===== config.mk =====
export PLATFORM = sky130hd
export DESIGN_NAME = ad9767_sweep_ctrl
export DESIGN_NICKNAME = d
export VERILOG_FILES = /design/src/rtl/ad9767_sweep_ctrl.sv
export SDC_FILE = /design/constraint.sdc
export NUM_CORES = 1
export LEC_CHECK = 0
export CAP_MARGIN = 30
export CORE_MARGIN = 2
export CORE_UTILIZATION = 40
export DETAILED_ROUTE_END_ITERATION = 7
export DONT_BUFFER_PORTS = 1
export PLACE_DENSITY_LB_ADDON = 0.1
export REMOVE_ABC_BUFFERS = 1
export SYNTH_ARGS = -nofsm -noshare
export SYNTH_HDL_FRONTEND = slang
export SYNTH_SLANG_ARGS = --single-unit

===== constraint.sdc =====
create_clock -name clk_125 -period 2.8 [get_ports clk_125]
set_clock_uncertainty 0.05 [all_clocks]
set_input_delay 0.14 -clock clk_125 [delete_from_list [all_inputs] [get_ports clk_125]]
set_output_delay 0.14 -clock clk_125 [all_outputs]
set_load 0.01 [all_outputs]

===== src/rtl/ad9767_sweep_ctrl.sv =====
// Frequency-sweep scheduler for the dual AD9767 DAC path: walks a list of FCWs through a
// phase accumulator and drives the DA1/DA2 sine-ROM addresses (DA2 with a fixed offset).
module ad9767_sweep_ctrl #(
  parameter int PHASE_W = 32,
  parameter int ADDR_W  = 10,
  parameter int STEP_W  = 16,
  parameter int DWELL_W = 24
) (
  input  logic               clk_125,
  input  logic               rst_n,
  input  logic               start,
  input  logic               abort,
  input  logic               loop_en,
  input  logic [PHASE_W-1:0] fcw_start,
  input  logic [PHASE_W-1:0] fcw_step,
  input  logic [STEP_W-1:0]  n_steps,
  input  logic [DWELL_W-1:0] dwell,
  input  logic [ADDR_W-1:0]  ch2_phase,
  output logic [ADDR_W-1:0]  rom_addr1,
  output logic [ADDR_W-1:0]  rom_addr2,
  output logic               dac_en,
  output logic               busy,
  output logic               done,
  output logic [STEP_W-1:0]  step_idx
);

  // state  | meaning
  // IDLE   | waiting for start; outputs parked, dac_en low
  // RUN    | accumulator advancing, dwell counter stepping through the FCW list
  // DONE   | single pass finished; done pulse is issued on leaving this state
  typedef enum logic [1:0] {
    S_IDLE = 2'd0,
    S_RUN  = 2'd1,
    S_DONE = 2'd2
  } state_t;

  state_t state_q;
  state_t state_d;

  logic [PHASE_W-1:0] acc;
  logic [PHASE_W-1:0] fcw;
  logic [PHASE_W-1:0] fcw_start_r;
  logic [PHASE_W-1:0] fcw_step_r;
  logic [STEP_W-1:0]  n_last_r;
  logic [STEP_W-1:0]  step_cnt;
  logic [DWELL_W-1:0] dwell_last_r;
  logic [DWELL_W-1:0] dwell_cnt;
  logic [ADDR_W-1:0]  ch2_phase_r;
  logic [ADDR_W-1:0]  acc_top;
  logic               launch;
  logic               dwell_hit;
  logic               last_step;

  assign acc_top   = acc[PHASE_W-1 -: ADDR_W];
  assign dwell_hit = (dwell_cnt == dwell_last_r);
  assign last_step = (step_cnt == n_last_r);

  always_ff @(posedge clk_125 or negedge rst_n) begin
    if (!rst_n) begin
      state_q <= S_IDLE;
    end else begin
      state_q <= state_d;
    end
  end

  // The done cycle is still the tail of DONE as seen from outside, so start is not taken there.
  always_comb begin
    state_d = state_q;
    launch  = 1'b0;
    case (state_q)
      S_IDLE: begin
        if (start && !abort && !done) begin
          state_d = S_RUN;
          launch  = 1'b1;
        end
      end
      S_RUN: begin
        if (abort) begin
          state_d = S_IDLE;
        end else if (dwell_hit && last_step && !loop_en) begin
          state_d = S_DONE;
        end
      end
      S_DONE:  state_d = S_IDLE;
      default: state_d = S_IDLE;
    endcase
  end

  always_ff @(posedge clk_125 or negedge rst_n) begin
    if (!rst_n) begin
      acc          <= '0;
      fcw          <= '0;
      fcw_start_r  <= '0;
      fcw_step_r   <= '0;
      n_last_r     <= '0;
      dwell_last_r <= '0;
      dwell_cnt    <= '0;
      step_cnt     <= '0;
      ch2_phase_r  <= '0;
    end else begin
      case (state_q)
        S_IDLE: begin
          if (launch) begin
            fcw_start_r  <= fcw_start;
            fcw_step_r   <= fcw_step;
            n_last_r     <= (n_steps == '0) ? '0 : n_steps - STEP_W'(1);
            dwell_last_r <= (dwell == '0) ? '0 : dwell - DWELL_W'(1);
            ch2_phase_r  <= ch2_phase;
            acc          <= '0;
            fcw          <= fcw_start;
            dwell_cnt    <= '0;
            step_cnt     <= '0;
          end
        end
        S_RUN: begin
          if (abort) begin
            acc <= '0;
          end else begin
            acc <= acc + fcw;
            if (dwell_hit) begin
              dwell_cnt <= '0;
              if (!last_step) begin
                fcw      <= fcw + fcw_step_r;
                step_cnt <= step_cnt + STEP_W'(1);
              end else if (loop_en) begin
                // acc deliberately keeps running so the restart is phase-continuous
                fcw      <= fcw_start_r;
                step_cnt <= '0;
              end
            end else begin
              dwell_cnt <= dwell_cnt + DWELL_W'(1);
            end
          end
        end
        S_DONE: begin
          if (abort) begin
            acc <= '0;
          end
        end
        default: acc <= '0;
      endcase
    end
  end

  // Output registers sample the current accumulator, so addresses trail acc by one clock.
  always_ff @(posedge clk_125 or negedge rst_n) begin
    if (!rst_n) begin
      rom_addr1 <= '0;
      rom_addr2 <= '0;
      step_idx  <= '0;
      dac_en    <= 1'b0;
      busy      <= 1'b0;
      done      <= 1'b0;
    end else begin
      dac_en <= 1'b0;
      busy   <= 1'b0;
      done   <= 1'b0;
      if (state_q == S_RUN && !abort) begin
        rom_addr1 <= acc_top;
        rom_addr2 <= acc_top + ch2_phase_r;
        step_idx  <= step_cnt;
        dac_en    <= 1'b1;
        busy      <= 1'b1;
      end
      if (state_q == S_DONE && !abort) begin
        done <= 1'b1;
      end
    end
  end

endmodule


==> run metrics, run 1 <==
outcome finished, violations left; violated checks negative hold slack, negative setup slack; design area 19500 µm²; final slew viol count 0; EDFF count, synth 0; Worst path max stage delay 0.42 ns; Worst IR Drop VDD 0.458 mV; Power Dens Cells 804 nW/µm²; commonest cells after routing, fill and taps aside nand2_1, dfrtp_1, o21ai_0, dlygate4sd3_1, buf_4; f_max 0.354 GHz; gr ovfl total 0; CORE AREA 37600 µm²; unrepaired setup endpoints after global routing yes; clock sink count 258; Worst Slack Setup Final -0.0280 ns; post-DP HPWL 29.4 mm; Slew HR 27.4%; Top Ports 158; vias per cell 5.28; Syn Inst Count 1802; TritonRoute pass-1 iters 5; dominant cell type by area after synthesis dfrtp_1; TritonCTS buffer count 31; Crit-path slowest cell dfrtp_1; Cell variety after synth 67; number of global-route vias before repair 13500; YS warnings 0; DR DRC count 0; share of cells above drive strength 1 13.5%; max cap viols 0; Worst-Skew Late Latency 0.59 ns; area post-placement 16400 µm²; CTS Buffer Depth 3; Total Routing Usage GR 22.4%; fraction of registers with async set/reset 100%; Initial Utilization 40.4%; Max H-tree Level 1; met1 Use GR 30.4%; Crit. End Element flip-flop; Post-synth top flop dfrtp_1; Final Hold Violating Endpoints 259; global-route wire length before repair 70.9 mm; power consumption 15.7 mW; mapped cell area 15200 µm²; routed wire length 45.0 mm; area grow syn2layout 28.6%; actual slew at the worst max-slew pin 1.09 ns; synth top area cells dfrtp_1, nand2_1, ha_1; met3 Usage GRT 3.68%; largest net degree at the start of global routing 259; commonest non-fill, non-tap cell in the layout nand2_1; Die Area 39600 µm²; DRT antenna net count 0; CP Max Fanout 4; Most Crowded Layer GR met2; Critical Path AT 3.28 ns; WP data required 3.26 ns; routed len/inst 17.6 µm; # hold bufs at CTS 142; fin nets 2217; Final Wtd Congestion 0.889; # port buffers 0; Sum Neg Setup Slack -0.0285 ns; top cell type's share of synthesized area 42.5%; Hold Slack -0.795 ns; crit path launch type flip-flop; Worst path most repeated cell nand4_1; initial antenna violation count 3; Final Setup Violations 2; GR Layer Usage met2 37.3%; row cnt 71; Vias 13500; die span in x 199 µm; Final min period 2.83 ns; Clock Pin Slew Worst Setup and Hold Paths 0.06 ns; CP Cell Sequence buf_6, ha_4, a21o_1, nand4_1, nand3_2, nand4_1, a2111oi_2, buf_4, o21ai_4, a21boi_2, mux2_4, a221oi_2; syn_area_per_cell 8.43 µm²; Crit Path Category reg2reg; worst min path class in2async; final period utilization 101%; register area share after synthesis 42.5%; Synth Register Bits 258; Leakage 9.17 nW; CTS tree built; Starting DRT DRC Count 643; Die Y 199 µm; Root Driver clkbuf_16
critical path: cells and delay by family, from the launching register on:
family                     cells  cell delay [ns]
DFF                            1             0.42
and+or+nand+nor                3             0.46
AOI/OAI and AO/OA              5             0.90
adders and majority gates      1             0.25
muxes                          1             0.31
buffers and inverters          2             0.35
registers in the layout (all words and copies together) (netlist names):
name and count:
busy 1, dwell_cnt 24, fcw_step_r 32, acc 32
fcw_start_r 32, dwell_last_r 24, state_q 2, rom_addr1 10
ch2_phase_r 10, step_cnt 16, done 1, fcw 32
step_idx 16, n_last_r 16, rom_addr2 10
power by group:
part	internal, mW	switching (mW)
Combinational	3.13	3.43
Clock	2.18	1.65
Sequential	4.52	0.782
Total	9.84	5.87
logic make-up after synthesis:
family	Yosys count	share of synthesized area [%]
AND/OR/NAND/NOR	779	22.3
AO/OA/AOI/OAI	428	17.2
flip-flops	258	42.5
XOR/XNOR	136	7.84
buffers and inverters	113	2.92
adder cells (fa/ha/maj)	78	6.57
multiplexers	10	0.675
cells in the mapped netlist (3+ instances only):
cell      number
and2_1         6
and3_1        28
nor3b_1        4
nor4b_1        3
nand2_1      483
nand3b_1       6
ha_1          75
clkbuf_1      65
o21ai_0      168
a211oi_1       9
fa_1           3
o31ai_1       13
nor3_1        27
a311oi_1       8
nand2b_1      13
o211a_1        3
o21a_1         8
xor2_1        70
a31o_2         3
a21oi_1       91
nand4_1       17
mux2i_1        8
o211ai_1      12
nand3_1       36
or3_1          6
a41oi_1        6
and4_1         3
a22o_1         3
or2_2          3
inv_1         31
o21ai_1        4
a21boi_0       4
xnor2_1       66
nor2_1       101
nor4_1        20
a31oi_1       19
dfrtp_1      258
or4_1          4
nor2b_1       14
o21bai_1       9
buf_1         11
a21o_1        48
final timing paths:
check / slack [ns] / from / cells after the start / endpoint
setup / recovery: -0.03 / fcw[1] / 12 / fcw[27]
hold / removal: -0.80 / rst_n / 0 / dwell_last_r[5]
setup reg to reg: -0.03 / fcw[1] / 12 / fcw[27]
hold reg to reg: 0.42 / fcw_start_r[26] / 2 / fcw_start_r[26]
max in group asynchronous: 3.11 / rst_n / 0 / acc[17]
min in group clk_125: -0.03 / n_steps[14] / 4 / n_last_r[13]
per-stage QoR:
| step | std cells | util (%) | setup WS (ns) |
|---|---|---|---|
| 2_1_floorplan | 1722 | - | -3.37 |
| 3_3_place_gp | 2341 | 43.7 | -0.372 |
| 3_5_place_dp | 2342 | 43.7 | -0.436 |
| 4_1_cts | 2546 | 50.7 | -0.107 |
| 5_1_grt | 2554 | 52.0 | -0.162 |
| 6_report | 2554 | 52.0 | -0.0280 |
metal layers:
layer | up-vias | share of wire (%)
met2 | 265 | 47
met1 | 6493 | 46
li1 | 6663 | -
met5 | - | 0.029
met4 | 2 | 2.3
met3 | 69 | 4.2
repair_timing:
| item | in CTS | in global routing |
|---|---|---|
| gates cloned | 0 | 2 |
| hold endpoints to repair | 409 | 258 |
| resized for setup | 44 | 87 |
| buffers inserted | 8 | 6 |
| endpoints found under the setup margin | 29 | 54 |
| pin swaps | 32 | 62 |
area by class of cell:
type	instances	area, µm²
diodes	2	5.00
clock inverters	11	72.6
flip-flops and latches	258	6460
repair buffers	265	2430
clock buffers	43	881
fillers	3554	18000
inverters	33	124
well taps	511	639
multi-input cells	1431	8920
(Power assumes the default switching activity.)
==> run 2: changes to the inputs <==
--- a/config.mk
+++ b/config.mk
@@ -6,12 +6,12 @@
 export NUM_CORES = 1
 export LEC_CHECK = 0
 export CAP_MARGIN = 30
-export CORE_MARGIN = 2
 export CORE_UTILIZATION = 40
 export DETAILED_ROUTE_END_ITERATION = 7
 export DONT_BUFFER_PORTS = 1
 export PLACE_DENSITY_LB_ADDON = 0.1
 export REMOVE_ABC_BUFFERS = 1
+export SETUP_SLACK_MARGIN = 0.1
 export SYNTH_ARGS = -nofsm -noshare
 export SYNTH_HDL_FRONTEND = slang
 export SYNTH_SLANG_ARGS = --single-unit
==> run 2 against run 1 <==
Via count fell by 0.24%. Global-route usage rose by 0.23 points. Hold slack got worse by 0.0056 ns. Maximum frequency fell by 1.7%. Routed wire length fell by 2.1%. Highest routed layer unchanged. Total power rose by 4.7%. Core utilization rose by 1.3 points. Non-clock buffer count rose by 19. The flow still finishes with violations (negative hold slack, negative setup slack). Register-to-register slack got worse by 0.05 ns.
==> run metrics, run 2 (synthesized netlist as in run 1, its figures left out) <==
sequential cell fraction of total power 32.3% (-1.5 points); worst min path class in2async; power consumption 16.4 mW (+4.7%); multi-input logic area 9110 µm² (+2.1%); area post-placement 16500 µm² (+0.44%); design area 20000 µm² (+2.3%); Fill cells 3554 (unchanged); internal power 10.4 mW (+6.0%); actual slew at the worst max-slew pin 0.997 ns (-0.0881 ns); CTS tree built; area grow syn2layout 31.5%; Hold Slack -0.801 ns (-0.00557 ns); Non-Filler Instances 2574 (+0.78%); Final min period 2.88 ns (+0.0475 ns); Max H-tree Level 1 (unchanged); TritonCTS buffer count 31 (unchanged); Slew HR 33.5% (+6.1 points); final slew viol count 0 (unchanged); CP Max Fanout 3 (-1); Crit. End Element flip-flop; routed len/inst 17.1 µm (-2.8%); switching pwr 6.01 mW (+2.4%); area occupied by registers 6460 µm² (about the same); post-DP HPWL 28.9 mm (-1.9%); global-route wire length before repair 71.2 mm (+0.47%); # port buffers 0 (unchanged); Final Hold Violating Endpoints 258 (-0.39%); Clock Pin Slew Worst Setup and Hold Paths 0.06 ns (about the same); Starting DRT DRC Count 612 (-4.8%); Final Setup Violations 6 (+4); DR DRC count 0 (unchanged); gr ovfl total 0 (unchanged); Final Wtd Congestion 0.856 (-3.8%); violated checks negative hold slack, negative setup slack; row cnt 71 (unchanged); commonest cells after routing, fill and taps aside nand2_1, dfrtp_1, o21ai_0, dlygate4sd3_1, buf_4; clock sink count 258 (unchanged); vias per cell 5.23 (-1.0%); clock share of power 25.3% (+0.9 points); final period utilization 103% (+1.7 points); Power Dens Cells 823 nW/µm² (+2.3%); CORE AREA 37500 µm² (-0.24%); unrepaired setup endpoints after global routing yes; Leakage 9.32 nW (+1.6%); DRT antenna net count 0 (unchanged); number of global-route vias before repair 13700 (+1.4%); Cells after DPL 2350 (+0.34%); die span in x 197 µm (-1.0%); largest net degree at the start of global routing 259 (unchanged); Die Y 197 µm (-1.0%); routed wire length 44.1 mm (-2.1%); CTS Buffer Depth 3 (unchanged); sw frac 36.5% (-0.82 points); commonest non-fill, non-tap cell in the layout nand2_1; Sum Neg Setup Slack -0.215 ns (-0.186 ns); Crit Path Category reg2reg; Total Routing Usage GR 22.7% (+0.23 points); Worst Slack Setup Final -0.0755 ns (-0.0475 ns); max cap viols 0 (unchanged); TritonRoute pass-1 iters 5 (unchanged); Die Area 38800 µm² (-2.0%); Top Ports 158 (unchanged); initial antenna violation count 5 (+2); f_max 0.348 GHz (-1.7%); combinational share of power 42.4% (+0.6 points); # hold bufs at CTS 141 (-0.70%); Vias 13500 (-0.24%); Root Driver clkbuf_16; Initial Utilization 40.5% (+0.096 points); Critical Path AT 3.34 ns (+0.06 ns); share of cells above drive strength 1 15.6% (+2.2 points); WP data required 3.27 ns (about the same); Worst IR Drop VDD 0.598 mV (+30%); fin nets 2236 (+0.86%); Worst-Skew Late Latency 0.59 ns (about the same); crit path launch type flip-flop; outcome finished, violations left
## run 2: cell count changes in the layout (fill, tap and decap cells not counted), sizes merged
cell | before | now
buf | 122 | 143
bufinv | 0 | 3
clkinv | 10 | 7
diode | 2 | 4
clkbuf | 44 | 43
clkinvlp | 1 | 0
dlygate4sd3 | 142 | 141
## run 2: worst max-delay path, cell delays in order, from the launching register on
cell      delay, ns
dfrtp_1        0.42
ha_4           0.19
fa_2           0.38
a211oi_2       0.21
buf_4          0.16
nor4_4         0.05
nor2_2         0.20
a21oi_2        0.13
a21oi_2        0.20
o211ai_1       0.14
a31oi_1        0.21
mux2_2         0.36
a21oi_2        0.11
## run 2: final cells by class
type | instances | area share, %
Clock buffer | 43 | 4.51
Tap cell | 511 | 3.20
Multi-Input combinational cell | 1431 | 45.6
Antenna cell | 4 | 0.0501
Inverter | 33 | 0.620
Clock inverter | 10 | 0.701
Timing Repair Buffer | 284 | 13.0
Sequential cell | 258 | 32.3
## run 2: repair_timing
action / 4_1_cts / 5_1_grt
setup buffers: 13 / 15
hold endpoints to repair: 411 / 258
setup endpoints to repair: 37 / 61
resized for setup: 83 / 80
pin swaps: 62 / 69
## run 2: layer usage
layer	vias up	routed length (µm)	global-route usage, %
met4	2	815	5.11
met3	54	1810	3.08
met5	-	13	0
met2	224	21000	38.4
met1	6473	20500	30.7
li1	6707	-	-
## run 2: metrics by stage
stage | setup slack (ns) | utilization [%]
detailed placement | -0.432 | 44.0
global placement | -0.338 | 44.0
finish | -0.0755 | 53.3
CTS | -0.0504 | 51.9
global route | -0.175 | 53.3
floorplan | -3.37 | -
## run 2: power groups by stage
stage | logic [mW] | registers [mW] | clock network, mW
4_1_cts | 6.45 | 5.28 | 4.27
2_1_floorplan | 3.94 | 5.09 | 0
5_1_grt | 7.71 | 5.42 | 4.42
6_report | 6.96 | 5.31 | 4.16
3_3_place_gp | 5.66 | 5.29 | 0
3_5_place_dp | 5.72 | 5.31 | 0
## run 2: path summary, 6_finish.rpt
check	from	end	slack (ns)	cells past startpoint
setup / recovery	fcw[0]	fcw[26]	-0.08	12
hold / removal	rst_n	rom_addr2[3]	-0.80	0
setup reg to reg	fcw[0]	fcw[26]	-0.08	12
hold reg to reg	fcw_start_r[19]	fcw_start_r[19]	0.41	2
max in group asynchronous	rst_n	dwell_last_r[9]	3.12	0
min in group clk_125	abort	acc[21]	0.02	4
==> run 3: changes to the inputs <==
--- a/config.mk
+++ b/config.mk
@@ -9,9 +9,10 @@
 export CORE_UTILIZATION = 40
 export DETAILED_ROUTE_END_ITERATION = 7
 export DONT_BUFFER_PORTS = 1
-export PLACE_DENSITY_LB_ADDON = 0.1
+export PLACE_DENSITY_LB_ADDON = 0.08
 export REMOVE_ABC_BUFFERS = 1
 export SETUP_SLACK_MARGIN = 0.1
+export SKIP_LAST_GASP = 1
 export SYNTH_ARGS = -nofsm -noshare
 export SYNTH_HDL_FRONTEND = slang
 export SYNTH_SLANG_ARGS = --single-unit
==> run 3 against run 2 <==
The flow still finishes with violations (negative hold slack, negative setup slack). Sequential share of layout area up 0.50 points. First-iteration DRC count is 27% higher. Routed wire length grew 0.74%. Register-to-register slack is essentially flat. Largest power group unchanged. Cell area down 1.6%. Total power down 3.3%. Sequential cell count stayed put. Largest cell class unchanged. Die area is the same. Sequential power is essentially flat.
==> run metrics, run 3 (synthesized netlist as in run 1, its figures left out) <==
outcome finished, violations left; violated checks negative hold slack, negative setup slack; gr ovfl total 0 (unchanged); Max H-tree Level 1 (unchanged); Final Setup Violations 4 (-2); Final min period 2.88 ns (+0.000304 ns); routed len/inst 17.4 µm (+1.3%); Worst Slack Setup Final -0.0759 ns (-0.000304 ns); vias per cell 5.26 (+0.64%); number of global-route vias before repair 13600 (-1.0%); fin nets 2224 (-0.54%); CORE AREA 37500 µm² (unchanged); die span in x 197 µm (unchanged); worst min path class in2async; unrepaired setup endpoints after global routing yes; largest net degree at the start of global routing 259 (unchanged); Hold Slack -0.795 ns (+0.00639 ns); global-route wire length before repair 71.6 mm (+0.59%); area post-placement 16500 µm² (-0.23%); CP Cell Sequence buf_6, ha_4, a21o_1, nand4_1, nand3_1, nand4_1, a2111oi_2, buf_4, o21ai_4, a21boi_2, mux2_4, a221oi_2; Crit. End Element flip-flop; Critical Path AT 3.32 ns (-0.02 ns); actual slew at the worst max-slew pin 0.964 ns (-0.0333 ns); Crit-path slowest cell dfrtp_1; Die Y 197 µm (unchanged); row cnt 71 (unchanged); Power Dens Cells 808 nW/µm² (-1.7%); commonest cells after routing, fill and taps aside nand2_1, dfrtp_1, o21ai_0, dlygate4sd3_1, buf_4; WP data required 3.25 ns (-0.02 ns); routed wire length 44.4 mm (+0.74%); Root Driver clkbuf_16; final slew viol count 0 (unchanged); Starting DRT DRC Count 779 (+27%); f_max 0.348 GHz (about the same); share of cells above drive strength 1 13.4% (-2.2 points); final period utilization 103% (about the same); Sum Neg Setup Slack -0.149 ns (+0.0654 ns); post-DP HPWL 29.6 mm (+2.7%); crit path launch type flip-flop; DR DRC count 0 (unchanged); Total Routing Usage GR 22.9% (+0.24 points); CP delay by family, top compound AO/OA/AOI/OAI gates; Crit Path Category reg2reg; CP startpoint fcw[1]; CTS Buffer Depth 3 (unchanged); Worst path most repeated cell nand4_1; Worst IR Drop VDD 0.543 mV (-9.2%); Worst path max stage delay 0.42 ns (about the same); CTS tree built; Die Area 38800 µm² (unchanged); TritonCTS buffer count 31 (unchanged); Fill cells 3580 (+0.73%); r2r startpoint fcw[1]; Worst-Skew Late Latency 0.59 ns (about the same); commonest non-fill, non-tap cell in the layout nand2_1; clock sink count 258 (unchanged); r2r endpoint fcw[27]; Place WS -0.442 ns (-0.00977 ns); power consumption 15.9 mW (-3.3%); Slew HR 35.7% (+2.2 points); Leakage 9.24 nW (-0.82%); Initial Utilization 40.5% (unchanged); Final Wtd Congestion 0.848 (-0.88%); # port buffers 0 (unchanged); CP Max Fanout 4 (+1); R2R cell count 12 (unchanged); initial antenna violation count 3 (-2); TritonRoute pass-1 iters 5 (unchanged); Clock Pin Slew Worst Setup and Hold Paths 0.06 ns (about the same); max cap viols 0 (unchanged); Vias 13500 (+0.097%); DRT antenna net count 0 (unchanged); design area 19700 µm² (-1.6%); Top Ports 158 (unchanged); Reg2Reg Setup Slack -0.08 ns (about the same); area grow syn2layout 29.4%; number of buffers and inverters on the critical path 2 (+1); Final Hold Violating Endpoints 259 (+0.39%)
run 3: what timing repair did:
action                     in CTS  in global routing
setup buffers                   8                  5
hold endpoints to repair      437                259
setup endpoints to repair      39                 61
gates resized for setup        66                 62
hold buffers                  144                  1
gates cloned                    0                  2
pin swaps                      56                 41
run 3: routing by layer:
layer / vias up / global-route usage (%) / routed length, µm
li1: 6689 / - / -
met1: 6488 / 30.5 / 20200
met2: 237 / 38.7 / 21400
met3: 59 / 3.58 / 1820
met4: 0 / 5.71 / 1030
met5: - / 0 / 0
run 3: cell type report:
class / instances / area [µm²] / share of cell area [%]
inverter: 33 / 126 / 0.643
antenna: 3 / 7.51 / 0.0382
clock buffer: 41 / 893 / 4.54
multi-input combinational: 1431 / 8880 / 45.2
timing repair buffer: 272 / 2530 / 12.9
sequential: 258 / 6460 / 32.8
clock inverter: 11 / 125 / 0.636
tap: 511 / 639 / 3.25
run 3: how the worst max path moves through the flow:
stage	end	slack (ns)	depth (start not counted)
global placement	acc[29]	-0.42	12
global route	fcw[31]	-0.19	13
CTS	fcw[27]	-0.11	12
finish	fcw[27]	-0.08	12
detailed placement	acc[29]	-0.44	12
floorplan	fcw[27]	-3.37	5
run 3: report_power, final:
group          total, mW  switching, mW  internal, mW  leakage [nW]
logic               6.52           3.40          3.11          5.41
clock network       4.08           1.67          2.41         0.504
registers           5.30          0.780          4.52          3.33
total               15.9           5.86          10.0          9.24
run 3: per-stage QoR:
| step | util, % | std cells |
|---|---|---|
| floorplan | - | 1722 |
| global placement | 43.9 | 2344 |
| detailed placement | 43.9 | 2345 |
| CTS | 51.5 | 2549 |
| global route | 52.4 | 2559 |
| finish | 52.5 | 2560 |
